`config.mk`:
```
export PLATFORM = sky130hd
export DESIGN_NAME = matrix_stream_transpose
export DESIGN_NICKNAME = d
export VERILOG_FILES = /design/src/rtl/matrix_stream_transpose.sv
export SDC_FILE = /design/constraint.sdc
export NUM_CORES = 1
export LEC_CHECK = 0
export ABC_AREA = 1
export CORE_ASPECT_RATIO = 0.7
export CORE_MARGIN = 3
export CORE_UTILIZATION = 50
export DETAILED_ROUTE_END_ITERATION = 8
export PLACE_DENSITY = 0.7
export SETUP_SLACK_MARGIN = 0.05
export SLEW_MARGIN = 10
export SYNTH_ARGS = -nofsm -noshare
export SYNTH_HDL_FRONTEND = slang
export SYNTH_SLANG_ARGS = --single-unit
```
`constraint.sdc`:
```
create_clock -name clk -period 1.5 [get_ports clk]
set_input_delay 0.225 -clock clk [delete_from_list [all_inputs] [get_ports clk]]
set_output_delay 0.225 -clock clk [all_outputs]
set_load 0.05 [all_outputs]
```
`src/rtl/matrix_stream_transpose.sv`:
```
// matrix_stream_transpose: ping-pong NxN streaming transposer (define MATRIX_TRANSPOSE_BYPASS_EN for per-matrix row-major bypass)
module matrix_stream_transpose #(
    parameter int DW = 3,
    parameter int N  = 2
) (
    input  logic          clk,
    input  logic          rst,
    input  logic          in_valid,
    output logic          in_ready,
    input  logic [DW-1:0] in_data,
    output logic          out_valid,
    input  logic          out_ready,
    output logic [DW-1:0] out_data,
`ifdef MATRIX_TRANSPOSE_BYPASS_EN
    input  logic          bypass,
`endif
    output logic          out_last
);
    localparam int NN = N * N;
    localparam int IW = $clog2(NN);
    localparam int CW = $clog2(N);
    logic [DW-1:0] mem [2][NN];
    logic [1:0]    full;
    logic          wr_sel, rd_sel;
    logic [IW-1:0] wr_idx, rd_addr;
    logic [CW-1:0] rd_row, rd_col;
    logic          in_fire, out_fire, wr_end, row_end, col_end, rd_end, col_first;
    assign in_ready  = !full[wr_sel];
    assign in_fire   = in_valid && in_ready;
    assign out_valid = full[rd_sel];
    assign out_fire  = out_valid && out_ready;
    assign wr_end    = wr_idx == IW'(NN - 1);
    assign row_end   = rd_row == CW'(N - 1);
    assign col_end   = rd_col == CW'(N - 1);
    assign rd_end    = row_end && col_end;
    assign out_last  = out_valid && rd_end;
    assign rd_addr   = IW'(rd_row) * IW'(N) + IW'(rd_col);
    assign out_data  = mem[rd_sel][rd_addr];
`ifdef MATRIX_TRANSPOSE_BYPASS_EN
    logic [1:0] byp;
    assign col_first = byp[rd_sel];
`else
    assign col_first = 1'b0;
`endif
    // element storage; contents survive reset since full flags gate visibility
    always_ff @(posedge clk)
        if (in_fire) mem[wr_sel][wr_idx] <= in_data;
    // write/read pointers and per-bank full flags; a bank's set and clear never coincide
    always_ff @(posedge clk or posedge rst)
        if (rst) begin
            full   <= '0;
            wr_sel <= 1'b0;
            rd_sel <= 1'b0;
            wr_idx <= '0;
            rd_row <= '0;
            rd_col <= '0;
`ifdef MATRIX_TRANSPOSE_BYPASS_EN
            byp    <= '0;
`endif
        end else begin
            if (in_fire) begin
                wr_idx <= wr_end ? '0 : wr_idx + 1'b1;
                if (wr_end) begin
                    full[wr_sel] <= 1'b1;
                    wr_sel       <= !wr_sel;
`ifdef MATRIX_TRANSPOSE_BYPASS_EN
                    byp[wr_sel]  <= bypass;
`endif
                end
            end
            if (out_fire) begin
                if (rd_end) begin
                    rd_row       <= '0;
                    rd_col       <= '0;
                    full[rd_sel] <= 1'b0;
                    rd_sel       <= !rd_sel;
                end else if (col_first) begin
                    rd_col <= col_end ? '0 : rd_col + 1'b1;
                    if (col_end) rd_row <= rd_row + 1'b1;
                end else begin
                    rd_row <= row_end ? '0 : rd_row + 1'b1;
                    if (row_end) rd_col <= rd_col + 1'b1;
                end
            end
        end
endmodule

```
==> impl_metrics.ini <==
[run_status]
status = complete, but fails checks
violations = setup timing

[floorplanning]
die_w_um = 74.7
ios = 13
dieArea_um2 = 4040
fp.dieH_um = 54.1
core_area_um2 = 2960
rows = 16
start_util_pct = 55.8

[layout]
drive_gt1_share_pct = 27.1
final_cells = 235
final_nets = 209
area_growth_pct = 26.4
n_antenna_cell = 0
post-route-util_pct = 70.5

[drt]
num_vias = 1204
drt_wl_total_mm = 3.39
antenna_left = 0
drt-pass1-iter-count = 4
wire_per_inst_um = 14.4
drtIter0Drc = 108
vias_per_cell = 5.12
drc_errors = 0

[sta]
whs_ns = 0.219
finalClockSkew_ns = 0.00348
setup_viol = 4
tightest_slew_ns = 0.343
rsz0062_at_grt = true
hold_viol_final = 0
slew_headroom_pct = 77.0
slew_violations = 0
finalCriticalPeriod_ns = 1.60
fmax_mhz = 623
tns_ns = -0.353
post-route-period-util_pct = 107
layout_setup_ws_ns = -0.104

[setup_path]
reg2reg_from = wr_sel
endpoint_kind = output pin
crit_path_start = rd_sel
cp_max_fo = 6
crit_arrival_ns = 1.38
crit_type = reg2out
cp-start-kind = register
critPathRequiredTime_ns = 1.27

[global_route]
grt_max_degree = 15
antenna_found_initial = 0
overflow = 0
grt_use_total_pct = 18.5
grt_first_pass_wirelength_mm = 5.26
grt_pass1_vias = 1106

[synth]
synthFlopType = edfxtp_1
yosysTopAreaCell = edfxtp_1
synth_common_cells = nand2_1 (54), inv_1 (37), edfxtp_1 (24)
yosys.area_share.xor_xnor_pct = 0.530
syn_area_um2 = 1650
ys_seq_area_share_pct = 55.7
yosys_warnings = 0
post_synth_inst_count = 174
yosys.area_share.simple_pct = 25.3
synthDistinctLibCells = 24
ys_ff_latch = 32
syn_nets = 185
synth-compound-area-share_pct = 2.73
synth-adder-area-share_pct = 3.03
async_reset_ff_share_pct = 25.0
synth_edf_count = 24
synth_top_family_by_area = simple AND/OR/NAND/NOR gates
syn_area_per_cell_um2 = 9.50
synth.area.mux_share_pct = 0
synth_area_leaders = edfxtp_1 (44%), nand2_1 (12%), dfrtp_1 (12%), inv_1 (8.4%), nand3_1 (4.2%)
yosysMostFrequentCell = nand2_1
netlist.area_leader.share_pct = 43.6

[clock_tree]
cts_buffers = 5
insertion_delay_ns = 0.28
cts.sink_count = 32
clockBufferDepth = 2
cts_tree = built
htreeDepth = 2
cts_root_buf = clkbuf_8
path_clk_slew_ns = 0.06

[placed_design]
placed_cells = 221
io_buffer_count = 12
dp_hpwl_mm = 2.30
gp_congestion = 0.718

[power]
powerDensity_nw_per_um2 = 2220
p_leak_nw = 0.978
peakVddDrop_v = 0.00115

[worst_hold_path]
min_path_type = in2async

[run]
drv_cap = 0
layout make-up:
class                   instances  area, µm²
clock buffers                   7       86.3
clock inverters                 1       7.51
fillers                       202        873
inverters                      39        154
multi-input cells              98        608
flip-flops and latches         32        923
well taps                      36       45.0
repair buffers                 22        265
power breakdown:
group	total, mW	switching, mW	internal, mW	leakage [nW]
clock network	0.676	0.304	0.372	0.0445
logic	2.63	1.55	1.08	0.625
registers	1.34	0.194	1.14	0.308
state kept, by name, summed over array words and instances, names as in the netlist:
name,flops
col_end,1
rd_row,1
mem,24
wr_sel,1
full,2
rd_sel,1
wr_idx,2
path summary, 6_finish.rpt:
kind	to	slack, ns	depth (start not counted)
setup / recovery	out_data[2]	-0.10	7
hold / removal	col_end	0.22	2
setup reg to reg	mem[0][0]	0.05	6
hold reg to reg	wr_idx[0]	0.59	2
max in group asynchronous	wr_sel	1.02	2
min in group clk	wr_idx[0]	0.59	2
per-stage QoR:
| stage | setup WS (ns) | instance area (µm²) | power, mW |
|---|---|---|---|
| after floorplan | 0.0781 | 1660 | 2.82 |
| after detailed placement | -0.0825 | 1850 | 3.54 |
| final | -0.104 | 2090 | 4.64 |
| after global placement | -0.0380 | 1850 | 3.49 |
| after CTS | -0.103 | 2020 | 4.48 |
| after global routing | -0.194 | 2090 | 4.94 |
layout by cell type (no fill, tap or decap), drive strengths merged, types with 2 or more instances in the layout:
cell type	netlist	routed
a31o	2	2
inv	39	38
clkbuf	0	7
nand4	3	3
nor2	4	4
dfrtp	8	8
nand3	15	16
o21ai	2	2
ha	4	4
edfxtp	24	24
buf	6	16
a21oi	2	2
clkdlybuf4s50	0	6
nand2	56	56
nor3	7	7
cells by family (layout without fill, tap and decap cells):
logic type	Yosys count	count (layout)
simple gates	86	87
buf+inv	45	69
flops	32	32
compound gates	6	6
fa+ha+maj	4	4
xor+xnor	1	1
what timing repair did:
action | 4_1_cts | 5_1_grt
pin swaps | 11 | 4
setup endpoints to repair | 6 | 32
buffers inserted | 4 | 0
resized for setup | 17 | 13
gates cloned | 1 | 1
hold buffers | 0 | 0
per-layer routing:
layer | routed length, µm | GRT usage, % | vias to the layer above
li1 | - | - | 600
met1 | 1570 | 25.3 | 551
met2 | 1600 | 28.4 | 48
met3 | 184 | 5.78 | 5
met4 | 38 | 5.33 | 0
met5 | 0 | 0 | -
worst max-delay path, cell delays in order, from the launching register on:
cell	delay, ns
dfrtp_2	0.46
buf_6	0.16
nand2_2	0.05
nand3_1	0.06
nand2_1	0.07
nand2_1	0.06
nand2_2	0.10
buf_12	0.14
(Power assumes the default switching activity.)
